`config.mk`:
```
export PLATFORM = sky130hd
export DESIGN_NAME = qspi_fifo
export DESIGN_NICKNAME = d
export VERILOG_FILES = /design/src/rtl/qspi_fifo.sv
export SDC_FILE = /design/constraint.sdc
export NUM_CORES = 1
export LEC_CHECK = 0
export ABC_AREA = 1
export ABC_CLOCK_PERIOD_IN_PS = 2700
export BUFFER_PORTS_ARGS = -buffer_cell sky130_fd_sc_hd__buf_2
export CELL_PAD_IN_SITES_DETAIL_PLACEMENT = 0
export CELL_PAD_IN_SITES_GLOBAL_PLACEMENT = 1
export CORE_UTILIZATION = 41
export CTS_CLUSTER_DIAMETER = 60
export DETAILED_ROUTE_END_ITERATION = 10
export PLACE_DENSITY_LB_ADDON = 0.1
export SLEW_MARGIN = 10
export SYNTH_ARGS = -nofsm -noshare
export SYNTH_HDL_FRONTEND = slang
export SYNTH_SLANG_ARGS = --single-unit
```
`constraint.sdc`:
```
create_clock -name clk -period 2.7 [get_ports clk]
set_clock_uncertainty 0.05 [all_clocks]
set_input_delay 0.135 -clock clk [delete_from_list [all_inputs] [get_ports clk]]
set_output_delay 0.135 -clock clk [all_outputs]
set_load 0.02 [all_outputs]
```
`src/rtl/qspi_fifo.sv`:
```
// rtl/qspi_fifo.sv - Shared QSPI TX/RX FIFO with thresholds, sticky errors and flush
// Define QSPI_FIFO_FWFT_EN to select first-word-fall-through reads.
module qspi_fifo #(
  parameter int WIDTH = 32,
  parameter int DEPTH = 4,
  parameter int LVL_W = 8
) (
  input  logic             clk,
  input  logic             resetn,
  input  logic             flush_i,
  input  logic             wr_en_i,
  input  logic [WIDTH-1:0] wr_data_i,
  input  logic             rd_en_i,
  output logic [WIDTH-1:0] rd_data_o,
  output logic             rd_valid_o,
  output logic             full_o,
  output logic             empty_o,
  output logic [LVL_W-1:0] level_o,
  input  logic [LVL_W-1:0] af_thresh_i,
  input  logic [LVL_W-1:0] ae_thresh_i,
  output logic             almost_full_o,
  output logic             almost_empty_o,
  output logic             overflow_o,
  output logic             underflow_o,
  input  logic             err_clr_i
);
  localparam int PTR_W = (DEPTH > 1) ? $clog2(DEPTH) : 1;
  localparam logic [PTR_W-1:0] PTR_LAST = PTR_W'(DEPTH - 1);
  localparam logic [LVL_W-1:0] LVL_FULL = LVL_W'(DEPTH);

  logic [WIDTH-1:0] mem [DEPTH];
  logic [PTR_W-1:0] wr_ptr;
  logic [PTR_W-1:0] rd_ptr;
  logic [LVL_W-1:0] level;
  logic             wr_acc;
  logic             rd_acc;
  logic             ovf_set;
  logic             unf_set;
  logic             ovf_q;
  logic             unf_q;

  // Explicit wrap so non-power-of-two depths work.
  function automatic logic [PTR_W-1:0] ptr_inc(input logic [PTR_W-1:0] p);
    return (p == PTR_LAST) ? '0 : p + PTR_W'(1);
  endfunction

  assign full_o         = (level == LVL_FULL);
  assign empty_o        = (level == '0);
  assign level_o        = level;
  assign almost_full_o  = (level >= af_thresh_i);
  assign almost_empty_o = (level <= ae_thresh_i);
  assign overflow_o     = ovf_q;
  assign underflow_o    = unf_q;

  // A flush cycle swallows both requests and cannot raise an error.
  assign wr_acc  = wr_en_i && !full_o && !flush_i;
  assign rd_acc  = rd_en_i && !empty_o && !flush_i;
  assign ovf_set = wr_en_i && full_o && !flush_i;
  assign unf_set = rd_en_i && empty_o && !flush_i;

  always_ff @(posedge clk) begin
    if (wr_acc) begin
      mem[wr_ptr] <= wr_data_i;
    end
  end

  always_ff @(posedge clk or negedge resetn) begin
    if (!resetn) begin
      wr_ptr <= '0;
      rd_ptr <= '0;
      level  <= '0;
    end else if (flush_i) begin
      wr_ptr <= '0;
      rd_ptr <= '0;
      level  <= '0;
    end else begin
      if (wr_acc) begin
        wr_ptr <= ptr_inc(wr_ptr);
      end
      if (rd_acc) begin
        rd_ptr <= ptr_inc(rd_ptr);
      end
      if (wr_acc && !rd_acc) begin
        level <= level + LVL_W'(1);
      end else if (rd_acc && !wr_acc) begin
        level <= level - LVL_W'(1);
      end
    end
  end

  // Set has priority over a coincident clear.
  always_ff @(posedge clk or negedge resetn) begin
    if (!resetn) begin
      ovf_q <= 1'b0;
      unf_q <= 1'b0;
    end else begin
      ovf_q <= ovf_set || (ovf_q && !err_clr_i);
      unf_q <= unf_set || (unf_q && !err_clr_i);
    end
  end

`ifdef QSPI_FIFO_FWFT_EN
  assign rd_data_o  = empty_o ? '0 : mem[rd_ptr];
  assign rd_valid_o = !empty_o;
`else
  logic [WIDTH-1:0] rd_data_q;
  logic             rd_valid_q;

  always_ff @(posedge clk or negedge resetn) begin
    if (!resetn) begin
      rd_data_q  <= '0;
      rd_valid_q <= 1'b0;
    end else begin
      rd_valid_q <= rd_acc;
      if (rd_acc) begin
        rd_data_q <= mem[rd_ptr];
      end
    end
  end

  assign rd_data_o  = rd_data_q;
  assign rd_valid_o = rd_valid_q;
`endif

endmodule

```
==> impl_metrics.tcl <==
set metrics [dict create \
    cts-resized-gates 0 \
    share_of_final_layout_standard_cells_stronger_than_drive_strength_1 0.207 \
    yosys.area_share.adder 0.0484 \
    class_of_the_tightest_hold_or_removal_check "in2reg" \
    layout.cell_area.non_filler_um2 9110 \
    highest-signal-layer "met4" \
    cts_tree "done" \
    rows 48 \
    cts.repair_timing.setup_buffer_count 0 \
    pin_count_of_the_biggest_net_entering_global_routing 47 \
    grt_overflow_total 0 \
    initial_utilization 0.424 \
    critPathKind "reg2reg" \
    design.portCount 101 \
    avgSynthCellArea_um2 11.5 \
    required_ps 2970 \
    critical_path.slowest_cell "sky130_fd_sc_hd__dfrtp_1" \
    route.met2.wl_um 8090 \
    dr.pass1.iters 5 \
    cp.arrival_ps 2770 \
    max_stage_delay_ps 470 \
    synth.yosys.seq_area_share 0.680 \
    synth_xor_xnor_area_share 0.00474 \
    worstPathCellList "nor2_1 -> nand2_2 -> o21ai_4 -> nand2_2 -> ha_1 -> nand2_1 -> nand2_1 -> nand2_1 -> nand3_1 -> or2_2 -> nand3_1 -> nand2_1" \
    syn_inst 642 \
    grt_antenna_before_repair 0 \
    fin_cells 1021 \
    place_inst 955 \
    cts_sinks 175 \
    ys_types 32 \
    floorplan.die.width_um 136 \
    finalCoreUtilization 0.523 \
    gp_routability_congestion 0.794 \
    floorplan.die.height_um 136 \
    final-hold-violation-count 0 \
    dpl-instance-area_um2 8190 \
    coreArea_um2 17400 \
    num_antenna_cells 0 \
    met1_length_um 7310 \
    htreeDepth 4 \
    crit_path_max_fanout 10 \
    start_kind "flip-flop" \
    area_growth_syn_to_layout_pct 23.3 \
    most_repeated_library_cell_on_the_critical_path "sky130_fd_sc_hd__nand2_1" \
    number_of_clock_buffers_inserted_by_tritoncts 17 \
    synthDominantCellAreaShare 0.520 \
    synth_compound_gate_area_share 0.0967 \
    setup_viol_count_final 0 \
    wl_met3_um 597 \
    mappedNetlistNets 724 \
    leakagePower_uw 0.00367 \
    final_nets 865 \
    max_clock_freq_mhz 400 \
    ys.flop_type "sky130_fd_sc_hd__edfxtp_1" \
    worst_skew_pair.late_latency_ps 430 \
    detail_route.wirelength_um 16200 \
    main_combinational_cell_family_by_area_after_synthesis "simple AND/OR/NAND/NOR gates" \
    netlist_top_cells_area "sky130_fd_sc_hd__edfxtp_1 (52%), sky130_fd_sc_hd__dfrtp_1 (16%), sky130_fd_sc_hd__nor2_1 (8.9%), sky130_fd_sc_hd__o21ai_0 (4.8%), sky130_fd_sc_hd__ha_1 (4.6%)" \
    setup_repair_after_global_routing_missed_its_margin "no" \
    peakVddDrop_mv 0.551 \
    yosys.area_share.simple 0.129 \
    synthDominantAreaCellType "sky130_fd_sc_hd__edfxtp_1" \
    post-route-min-period_ps 2500 \
    route.detailed.drc 0 \
    synth-warning-count 0 \
    post_drt_via_cell_ratio 4.89 \
    port-buffer-count 100 \
    total_power_density_per_cell_area_nw_per_um2 926 \
    final.period_utilization 0.925 \
    postSynthRegisterBits 175 \
    max_slew.worst_pin.slew_ps 902 \
    holdBufCountCts 34 \
    outcome "completed" \
    first_pass_grt_wire_length_um 24900 \
    dr.first_iter.drc_count 257 \
    full_die_area_um2 18600 \
    groute.usage.overall 0.184 \
    clk_path_buf_depth 2 \
    synthArstFlopShare 0.269 \
    max-cap-violations 0 \
    clockRootBuffer "sky130_fd_sc_hd__clkbuf_16" \
    synth.area.mux_share 0 \
    drt-wirelength-per-cell_um 15.9 \
    critical_path.top_delay_family "simple AND/OR/NAND/NOR gates" \
    slew_headroom 0.399 \
    synth_enable_flop_cells 128 \
    crit_path_end_kind "flip-flop" \
    routed-via-count 4997 \
    synth.cell_area_um2 7390 \
    cp_num_buf_inv 0 \
    drtAntennaViolNets 0 \
    path_clk_slew_ps 70 \
    number_of_global_route_vias_before_repair 4711 \
    post-dp-hpwl_um 9890 \
    final_max_slew_viol_count 0 \
]
-- worst register-to-register path: cells and delay by family (launching register included) --
family                     cells  cell delay, ps
DFF                            1             470
AOI/OAI and AO/OA              1             230
adders and majority gates      1             400
and+or+nand+nor               10            1240
-- synth_stat cells (7+ instances only) --
library cell and instances:
sky130_fd_sc_hd__nand2_1 40, sky130_fd_sc_hd__nor2_1 175, sky130_fd_sc_hd__ha_1 27, sky130_fd_sc_hd__buf_2 9, sky130_fd_sc_hd__clkbuf_1 12, sky130_fd_sc_hd__o21ai_1 7, sky130_fd_sc_hd__dfrtp_1 47, sky130_fd_sc_hd__edfxtp_1 128
sky130_fd_sc_hd__nand3_1 9, sky130_fd_sc_hd__a21oi_1 12, sky130_fd_sc_hd__o21ai_0 71, sky130_fd_sc_hd__inv_1 39, sky130_fd_sc_hd__a31oi_1 33
-- worst paths after layout --
check                                       startpoint                        to  slack [ps]  cells past startpoint
worst max register to register  level_o[7]$_DFFE_PN0P_    level_o[6]$_DFFE_PN0P_         200                     12
worst min-delay path                           flush_i    level_o[5]$_DFFE_PN0P_          20                      4
max in group asynchronous                       resetn  rd_data_o[1]$_DFFE_PN0P_        1510                      3
min in group asynchronous                       resetn    level_o[6]$_DFFE_PN0P_         320                      2
worst min register to register    overflow_o$_DFF_PN0_      overflow_o$_DFF_PN0_         490                      2
worst max-delay path            level_o[7]$_DFFE_PN0P_    level_o[6]$_DFFE_PN0P_         200                     12
-- state kept, by name, summed over array words and instances (netlist names) --
register and count:
wr_ptr 2, rd_ptr 2, rd_valid_o 1, rd_data_o 32, mem 128, underflow_o 1
level_o 8, overflow_o 1
-- metrics by stage --
step / hold WS [ps] / worst slack, ps / TNS (ps) / total power (uW)
floorplan: -211 / -194 / -24780 / 5220
global placement: 279 / 281 / 0 / 6010
detailed placement: 279 / 212 / 0 / 6060
CTS: 7.30 / 198 / 0 / 8510
global route: 35.5 / 40.0 / 0 / 8910
finish: 19.3 / 203 / 0 / 8430
-- final cells by class --
type,count,area [um^2]
Tap cell,225,282
Clock inverter,13,138
Fill cell,1575,8310
Timing Repair Buffer,150,973
Inverter,43,161
Clock buffer,19,443
Sequential cell,175,5020
Multi-Input combinational cell,396,2090
-- report_power, final --
part	internal, uW	switching, uW	total, uW
combinational	881	1600	2480
sequential	3270	259	3530
clock	1390	1020	2410
total	5550	2890	8430
-- layer usage --
layer  up-vias  track usage
met5         -            0
met4         0       0.0617
met3        20       0.0388
met2        93        0.312
met1      2385        0.233
li1       2499            -
-- placed cells by master (no fill, tap or decap), types with 17 or more instances in the layout --
| master | count |
|---|---|
| sky130_fd_sc_hd__nor2_1 | 171 |
| sky130_fd_sc_hd__edfxtp_1 | 128 |
| sky130_fd_sc_hd__buf_2 | 100 |
| sky130_fd_sc_hd__o21ai_0 | 71 |
| sky130_fd_sc_hd__dfrtp_1 | 45 |
| sky130_fd_sc_hd__nand2_1 | 40 |
| sky130_fd_sc_hd__inv_1 | 39 |
| sky130_fd_sc_hd__dlygate4sd3_1 | 34 |
| sky130_fd_sc_hd__a31oi_1 | 33 |
| sky130_fd_sc_hd__ha_1 | 27 |
| sky130_fd_sc_hd__clkbuf_16 | 17 |
-- cell families after synthesis --
| group | count (synthesis) |
|---|---|
| buf+inv | 71 |
| simple gates | 235 |
| xor+xnor | 4 |
| fa+ha+maj | 28 |
| compound gates | 129 |
| flops | 175 |
Note: power is estimated with default switching activity, not from simulation.
